<file path="config.mk">
export PLATFORM = sky130hd
export DESIGN_NAME = frame_reader_dma
export DESIGN_NICKNAME = d
export VERILOG_FILES = /design/src/rtl/frame_reader_pkg.sv /design/src/rtl/frame_reader_fifo.sv /design/src/rtl/frame_reader_dma.sv
export SDC_FILE = /design/constraint.sdc
export NUM_CORES = 2
export LEC_CHECK = 0
export ABC_AREA = 1
export CAP_MARGIN = 5
export CELL_PAD_IN_SITES_DETAIL_PLACEMENT = 1
export CELL_PAD_IN_SITES_GLOBAL_PLACEMENT = 1
export CORE_ASPECT_RATIO = 0.5
export CORE_MARGIN = 4
export CORE_UTILIZATION = 35
export DETAILED_ROUTE_END_ITERATION = 10
export PLACE_DENSITY = 0.63
export SLEW_MARGIN = 15
export SYNTH_ARGS = -nofsm -noshare
export SYNTH_HDL_FRONTEND = slang
export SYNTH_HIERARCHICAL = 1
export SYNTH_SLANG_ARGS = --single-unit
</file>
<file path="constraint.sdc">
create_clock -name clk -period 5.7 [get_ports clk]
set_clock_uncertainty 0.2 [all_clocks]
set_input_delay 0.855 -clock clk [delete_from_list [all_inputs] [get_ports clk]]
set_output_delay 0.855 -clock clk [all_outputs]
set_load 0.005 [all_outputs]
</file>
<file path="src/rtl/frame_reader_pkg.sv">
// Shared definitions for the frame reader DMA: register map, CTRL/STATUS bit
// positions and the read-side FSM states.
package frame_reader_pkg;

    localparam logic [1:0] REG_BASE   = 2'd0;
    localparam logic [1:0] REG_LENGTH = 2'd1;
    localparam logic [1:0] REG_CTRL   = 2'd2;
    localparam logic [1:0] REG_STATUS = 2'd3;

    localparam int unsigned CTRL_START  = 0;
    localparam int unsigned CTRL_CONT   = 1;
    localparam int unsigned CTRL_IRQ_EN = 2;

    localparam int unsigned STAT_BUSY = 0;
    localparam int unsigned STAT_DONE = 1;

    typedef enum logic [1:0] {
        IDLE,
        ISSUE,
        DRAIN
    } state_t;

endpackage

</file>
<file path="src/rtl/frame_reader_fifo.sv">
// Single-clock show-ahead FIFO: o_dout presents the head entry whenever the
// FIFO is non-empty. A push while full is taken only if a pop happens too.
module frame_reader_fifo #(
    parameter int unsigned WIDTH = 34,
    parameter int unsigned DEPTH = 64
) (
    input  logic                       clk,
    input  logic                       rst_n,
    input  logic                       i_push,
    input  logic [WIDTH-1:0]           i_din,
    input  logic                       i_pop,
    output logic [WIDTH-1:0]           o_dout,
    output logic                       o_empty,
    output logic [$clog2(DEPTH):0]     o_count
);
    localparam int unsigned AW = $clog2(DEPTH);

    logic [WIDTH-1:0] r_mem [DEPTH];
    logic [AW-1:0]    r_wr_ptr;
    logic [AW-1:0]    r_rd_ptr;
    logic [AW:0]      r_count;
    logic             w_full;
    logic             w_do_push;
    logic             w_do_pop;

    assign o_empty   = (r_count == '0);
    assign w_full    = (r_count == (AW+1)'(DEPTH));
    assign w_do_pop  = i_pop && !o_empty;
    assign w_do_push = i_push && (!w_full || w_do_pop);
    assign o_dout    = r_mem[r_rd_ptr];
    assign o_count   = r_count;

    always_ff @(posedge clk) begin
        if (w_do_push)
            r_mem[r_wr_ptr] <= i_din;
    end

    always_ff @(posedge clk or negedge rst_n) begin
        if (!rst_n) begin
            r_wr_ptr <= '0;
            r_rd_ptr <= '0;
            r_count  <= '0;
        end else begin
            if (w_do_push)
                r_wr_ptr <= r_wr_ptr + 1'b1;
            if (w_do_pop)
                r_rd_ptr <= r_rd_ptr + 1'b1;
            case ({w_do_push, w_do_pop})
                2'b10:   r_count <= r_count + 1'b1;
                2'b01:   r_count <= r_count - 1'b1;
                default: r_count <= r_count;
            endcase
        end
    end

endmodule

</file>
<file path="src/rtl/frame_reader_dma.sv">
// Avalon-MM burst read master that fetches a frame from memory and streams it
// out as tagged pixel words, configured through a 4-register slave.
module frame_reader_dma
    import frame_reader_pkg::*;
#(
    parameter int unsigned DATA_WIDTH = 32,
    parameter int unsigned ADDR_WIDTH = 32,
    parameter int unsigned BURST_LEN  = 8,
    parameter int unsigned FIFO_DEPTH = 64
) (
    input  logic                          clk,
    input  logic                          reset_n,
    input  logic [1:0]                    as_address,
    input  logic                          as_read,
    input  logic                          as_write,
    input  logic [31:0]                   as_writedata,
    output logic [31:0]                   as_readdata,
    output logic [ADDR_WIDTH-1:0]         am_address,
    output logic                          am_read,
    output logic [$clog2(BURST_LEN):0]    am_burstcount,
    input  logic                          am_waitrequest,
    input  logic [DATA_WIDTH-1:0]         am_readdata,
    input  logic                          am_readdatavalid,
    output logic [DATA_WIDTH-1:0]         pix_data,
    output logic                          pix_valid,
    input  logic                          pix_ready,
    output logic                          pix_sof,
    output logic                          pix_eof,
    output logic                          irq
);
    localparam int unsigned BCW = $clog2(BURST_LEN) + 1;
    localparam int unsigned CW  = $clog2(FIFO_DEPTH) + 1;

    state_t                  r_state;
    state_t                  w_next;
    logic [31:0]             r_base;
    logic [31:0]             r_length;
    logic                    r_cont;
    logic                    r_irq_en;
    logic                    r_done;
    logic [31:0]             r_readdata;
    logic [ADDR_WIDTH-1:0]   r_sh_base;
    logic [31:0]             r_sh_len;
    logic [31:0]             r_issued;
    logic [31:0]             r_ret;
    logic [CW-1:0]           r_outstanding;
    logic                    r_eof_acc;

    logic                    w_start;
    logic                    w_load;
    logic                    w_restart;
    logic                    w_frame_done;
    logic                    w_accept;
    logic                    w_last_burst;
    logic                    w_push;
    logic                    w_pop;
    logic                    w_eof_pop;
    logic                    w_busy;
    logic                    w_am_read;
    logic [31:0]             w_remaining;
    logic [BCW-1:0]          w_bc;
    logic [CW-1:0]           w_room;
    logic [CW-1:0]           w_fifo_count;
    logic                    w_fifo_empty;
    logic [DATA_WIDTH+1:0]   w_fifo_dout;
    logic [DATA_WIDTH+1:0]   w_fifo_din;
    logic [31:0]             w_rd_mux;

    assign w_start      = as_write && (as_address == REG_CTRL) &&
                          as_writedata[CTRL_START] && (r_state == IDLE);
    assign w_remaining  = r_sh_len - r_issued;
    assign w_bc         = (w_remaining >= 32'(BURST_LEN)) ? BCW'(BURST_LEN) : BCW'(w_remaining);
    // Space not yet claimed by words in the FIFO or already requested.
    assign w_room       = CW'(FIFO_DEPTH) - (w_fifo_count + r_outstanding);
    assign w_accept     = w_am_read && !am_waitrequest;
    assign w_last_burst = w_accept && ((r_issued + 32'(w_bc)) == r_sh_len);
    assign w_push       = am_readdatavalid && (r_outstanding != '0);
    assign w_pop        = !w_fifo_empty && pix_ready;
    assign w_eof_pop    = w_pop && w_fifo_dout[DATA_WIDTH];
    assign w_frame_done = (r_state == DRAIN) && (r_outstanding == '0) && (r_eof_acc || w_eof_pop);
    assign w_restart    = w_frame_done && r_cont && (r_length != '0);
    assign w_load       = (w_start && (r_length != '0)) || w_restart;
    assign w_fifo_din   = {(r_ret == '0), (r_ret == (r_sh_len - 32'd1)), am_readdata};

    always_ff @(posedge clk or negedge reset_n) begin
        if (!reset_n)
            r_state <= IDLE;
        else
            r_state <= w_next;
    end

    always_comb begin
        w_next = r_state;
        case (r_state)
            IDLE:    if (w_start && (r_length != '0)) w_next = ISSUE;
            ISSUE:   if (w_last_burst) w_next = DRAIN;
            DRAIN:   if (w_frame_done) w_next = w_restart ? ISSUE : IDLE;
            default: w_next = IDLE;
        endcase
    end

    always_comb begin
        w_busy        = (r_state != IDLE);
        w_am_read     = 1'b0;
        am_address    = '0;
        am_burstcount = '0;
        if (r_state == ISSUE) begin
            w_am_read     = (w_room >= CW'(w_bc));
            am_address    = r_sh_base + ADDR_WIDTH'({r_issued, 2'b00});
            am_burstcount = w_bc;
        end
    end

    assign am_read = w_am_read;

    always_ff @(posedge clk or negedge reset_n) begin
        if (!reset_n) begin
            r_base   <= '0;
            r_length <= '0;
            r_cont   <= 1'b0;
            r_irq_en <= 1'b0;
            r_done   <= 1'b0;
        end else begin
            if (as_write && (as_address == REG_BASE))
                r_base <= {as_writedata[31:2], 2'b00};
            if (as_write && (as_address == REG_LENGTH))
                r_length <= as_writedata;
            if (as_write && (as_address == REG_CTRL)) begin
                r_cont   <= as_writedata[CTRL_CONT];
                r_irq_en <= as_writedata[CTRL_IRQ_EN];
            end
            if (w_frame_done || (w_start && (r_length == '0)))
                r_done <= 1'b1;
            else if (as_write && (as_address == REG_STATUS) && as_writedata[STAT_DONE])
                r_done <= 1'b0;
        end
    end

    always_ff @(posedge clk or negedge reset_n) begin
        if (!reset_n) begin
            r_sh_base     <= '0;
            r_sh_len      <= '0;
            r_issued      <= '0;
            r_ret         <= '0;
            r_outstanding <= '0;
            r_eof_acc     <= 1'b0;
        end else begin
            if (w_load) begin
                r_sh_base <= ADDR_WIDTH'(r_base);
                r_sh_len  <= r_length;
                r_issued  <= '0;
                r_ret     <= '0;
                r_eof_acc <= 1'b0;
            end else begin
                if (w_accept)
                    r_issued <= r_issued + 32'(w_bc);
                if (w_push)
                    r_ret <= r_ret + 32'd1;
                if (w_eof_pop)
                    r_eof_acc <= 1'b1;
            end
            r_outstanding <= r_outstanding + (w_accept ? CW'(w_bc) : '0) - (w_push ? CW'(1) : '0);
        end
    end

    always_comb begin
        w_rd_mux = '0;
        case (as_address)
            REG_BASE:   w_rd_mux = r_base;
            REG_LENGTH: w_rd_mux = r_length;
            REG_CTRL: begin
                w_rd_mux[CTRL_CONT]   = r_cont;
                w_rd_mux[CTRL_IRQ_EN] = r_irq_en;
            end
            default: begin
                w_rd_mux[STAT_BUSY] = w_busy;
                w_rd_mux[STAT_DONE] = r_done;
            end
        endcase
    end

    always_ff @(posedge clk or negedge reset_n) begin
        if (!reset_n)
            r_readdata <= '0;
        else
            r_readdata <= as_read ? w_rd_mux : '0;
    end

    assign as_readdata = r_readdata;
    assign irq         = r_done && r_irq_en;
    assign pix_valid   = !w_fifo_empty;
    assign pix_data    = pix_valid ? w_fifo_dout[DATA_WIDTH-1:0] : '0;
    assign pix_eof     = pix_valid && w_fifo_dout[DATA_WIDTH];
    assign pix_sof     = pix_valid && w_fifo_dout[DATA_WIDTH+1];

    frame_reader_fifo #(
        .WIDTH (DATA_WIDTH + 2),
        .DEPTH (FIFO_DEPTH)
    ) u_fifo (
        .clk     (clk),
        .rst_n   (reset_n),
        .i_push  (w_push),
        .i_din   (w_fifo_din),
        .i_pop   (w_pop),
        .o_dout  (w_fifo_dout),
        .o_empty (w_fifo_empty),
        .o_count (w_fifo_count)
    );

endmodule

</file>
==> run summary <==
The tools report the initial DRC count as 7142. The instance count of the mapped netlist is 10710. The average instance in the mapped netlist occupies 10.09 µm². For the max-slew violation count, the log shows 0.

After synthesis, flip-flops and latches occupy 66.33% of the total area. Excluding fillers, the count of instances in the completed layout stands at 15320. The detail route stage leaves a number of antenna-violating nets equal to 0. The final design area excluding fillers is 125500 µm². Data on the critical path arrives at its endpoint at 4.46 ns. The synthesized design spends more area on one cell type than any other, namely edfxtp_1. After global routing the overflow that remains totals 0. Once detailed placement completed, the half-perimeter wirelength came to 225.2 mm. By area the synthesized netlist is led by edfxtp_1 (60%), nand2_1 (12%), dfrtp_1 (5.8%), nand3_1 (5.2%), nor2_1 (3.7%).

The detailed-route wire length per cell came out at 24.50 µm. The vertical die dimension was 400.8 µm. The buffer depth of the longest clock path was 4; the core area was 305400 µm². The slowest stage of the critical path is the clkdlybuf4s50_1 cell. Using the TritonRoute via totals, the vias-per-cell ratio works out to 5.243. The run gives 31600 µm² as the area used by multi-input combinational logic.

In the routed design, unresolved DRC markers number 0. After filler insertion, the fill cell instance count of the layout stands at 33730. The tools report the final net count as 11260. The H-tree was split into 4 levels. The kind of end point of the critical path is an output pin.

Maximum operating frequency: 0.1812 GHz. TritonCTS built the clock tree. Setup repair after global routing could not meet its margin everywhere. The final RePlAce weighted congestion was 0.8338; the count of input and output buffers was 175. The post-synthesis async set-or-reset flop share is 10.38%, and the Yosys warning count is 6. The cell area that synthesis handed to floorplanning was 108000 µm². The final critical path takes up 96.82% of the cycle. Post-placement cell count: 14880. The static leakage is 0.04982 µW. For the global-route wire length before repair, the log shows 547.9 mm.

The worst hold path belongs to the class in2reg. For the pin with the worst max-slew slack, the measured transition is 1.103 ns. The count of final hold-check violations is 0. The run gives 2428 as the number of clock sinks seen by CTS.

The setup path with the least slack is of type reg2out. The routed layout has 80310 vias. The logs give 4.64 ns for the critical path data required time and 117200 µm² for the placed cell area.

In the global route stage, overall resource usage came out at 22.82%. The floorplan step defined a die boundary enclosing 318100 µm². The logs give 80590 for the number of global-route vias before repair and 63320 µW for the total power after layout.

The tools report the final number of setup-violating endpoints as 0. The routed design could run at a clock period as short as 5.519 ns. The final layout contains routed wiring with a total length of 375.2 mm.

Counting flops and latches in the post-synthesis netlist gives 2428. The worst slew margin relative to its limit was 26.44%; the detailed-routing iteration count for the pre-antenna-repair pass was 6. The synthesized design contains 2176 enable-type register cells.

The tools report the nature of the critical path startpoint as a flip-flop. The logs give 41.09% for the utilization after layout and 35.37% for the effective utilization at floorplan. The netlist uses 53 different library cells.

In this design, the stage delay of the slowest critical-path cell is 0.56 ns. The worst-case IR drop observed on VDD is 0.4144 mV. In the synthesized netlist the dominant register cell turns out to be edfxtp_1. 178 I/O pins were placed. The flow ran to the end, and the final reports show no timing, DRC or antenna violations. Walking the worst path, the cells encountered are ha_4, buf_4, buf_4, inv_1, buf_4, nand2_2, nand3_2, nand3_2, nand2_4, buf_4, nand2_1, nand3_1, nand4_1, nor2_1, nand4_1, nor2_4, buf_12, nand3_4, buf_4, buf_4, buf_4, nor2_2, clkdlybuf4s50_1.

For the final hold slack, the log shows 0.2418 ns. The run gives 0.89 ns as the clock latency on the worst-skew pair. For the number of antenna violations at the first check in global routing, the log shows 15.

Max-cap violations in this run came to 0. The die width was 793.7 µm; the ratio of total power to cell area was 504.6 nW/µm². Among the stages of the critical path, the cell type that occurs most often is buf_4. The largest net degree at the start of global routing was 185; the peak fanout along the critical path was 3.

The top cell type's share of synthesized area was 60.49%; the number of buffers added by the clock tree synthesis step was 229. The tools report the combined flip-flop and latch cell area as 71670 µm². In this run the core area contains 143 standard-cell rows. After clock tree synthesis, the clock-pin slew on the worst setup and hold paths is 0.07 ns. Share of cells above drive strength 1: 9.738%. Compared with the post-synthesis result, the final layout area differs by 16.17%. Cell at the root of the clock tree: clkbuf_16.
==> metal layers <==
layer	wire, µm	GRT usage [%]	up-vias
met4	10620	5.935	0
met2	176200	37.56	2243
met1	166700	31.97	41260
li1	-	-	36280
met3	21670	2.896	531
met5	0	0	-
==> cells in the mapped netlist, types with 6 or more instances <==
library cell and number:
buf_4 28, nor3_2 10, nor2_2 9, or2_2 8, a21oi_1 270, inv_1 952, buf_6 28, fa_1 6
nand3_2 6, nand3_1 1113, o21ai_1 8, ha_1 101, xor2_1 118, o21a_1 8, dfrtp_1 252, nor3_1 43
nand3b_1 6, buf_1 58, edfxtp_1 2176, nand4_1 46, nand2_2 8, nand2_1 3396, nor4_1 36, clkbuf_1 318
xnor2_1 18, o22ai_1 21, nor2_1 1051, o21ai_0 458, inv_2 6, buf_2 84, nor2_4 9, o211ai_1 14
==> through the flow <==
stage | setup TNS, ns | worst slack (ns)
floorplan | 0 | 0.1052
global placement | -0.2274 | -0.1698
detailed placement | -0.4342 | -0.2534
CTS | -0.1038 | -0.07252
global route | -0.3911 | -0.1445
finish | 0 | 0.1810
==> cells in the final DEF (no fill, tap or decap), drive strengths merged, types with 54 or more instances in the layout <==
master         instances
nor2                1069
o21ai                467
dfrtp                252
xor2                 118
buf                  507
clkinv                95
a21oi                272
edfxtp              2176
nand2               3406
nand3               1119
clkbuf               279
nor3                  54
ha                   101
clkdlybuf4s50        140
inv                  968
==> report_power, final <==
part,internal [µW],leakage (µW),total (µW),switching (µW)
Combinational,8560,0.0234,26700,18100
Clock,8540,0.00356,15500,7000
Sequential,20400,0.0229,21100,690
Total,37500,0.0498,63300,25800
==> area by class of cell <==
cell class	count	area share [%]
Sequential cell	2428	57.11
Multi-Input combinational cell	6805	25.18
Timing Repair Buffer	651	4.928
Clock buffer	277	4.775
Tap cell	4060	4.048
Inverter	961	2.933
Clock inverter	132	1.017
Timing Repair inverter	1	0.006979
Antenna cell	2	0.003988
==> sequential cells by signal, indices dropped and copies added, names as in the netlist <==
signal / count
r_sh_len: 32
r_outstanding: 7
r_issued: 32
r_eof_acc: 1
u_fifo/r_mem: 2176
u_fifo/o_count: 7
u_fifo/r_wr_ptr: 6
r_sh_base: 30
r_cont: 1
r_irq_en: 1
r_ret: 32
r_base: 30
r_done: 1
u_fifo/r_rd_ptr: 6
as_readdata: 32
r_state: 2
r_length: 32
==> critical path: cells and delay by family, from the launching register on <==
kind | cells | cell delay [ns]
flip-flops | 1 | 0.41
adder cells (fa/ha/maj) | 1 | 0.18
AND/OR/NAND/NOR | 12 | 1.33
buffers and inverters | 10 | 1.66
==> path summary, 6_finish.rpt <==
path                            startpoint                    to  slack [ns]  cells after the start
setup / recovery               r_issued[0]      am_burstcount[0]        0.18                     23
hold / removal             am_readdata[23]  u_fifo/r_mem[38][23]        0.24                      1
setup reg to reg               r_issued[0]      r_outstanding[6]        0.23                     37
hold reg to reg              r_sh_base[17]         r_sh_base[17]        0.29                      2
max in group asynchronous          reset_n    u_fifo/r_rd_ptr[1]        3.84                      3
min in group asynchronous          reset_n          r_sh_len[28]        0.33                      2
==> timing repair <==
action,4_1_cts,5_1_grt
endpoints found under the setup margin,25,32
pin swaps,14,36
gates cloned,1,1
buffers inserted,7,19
endpoints found under the hold margin,51,0
resized for setup,42,135
hold buffers,1,0
==> cell families (layout without fill, tap and decap cells) <==
logic type                 after synthesis  count (layout)  synth area share (%)
xor gates and xnor gates               141             141                 1.207
adders and majority gates              107             107                 1.281
AOI/OAI and AO/OA                      806             806                 3.880
and+or+nand+nor                       5749            5749                 21.78
other                                    1               4              0.003471
buffers and inverters                 1477            2022                 5.524
DFF                                   2428            2428                 66.33
Power figures use the tool's default switching activity.
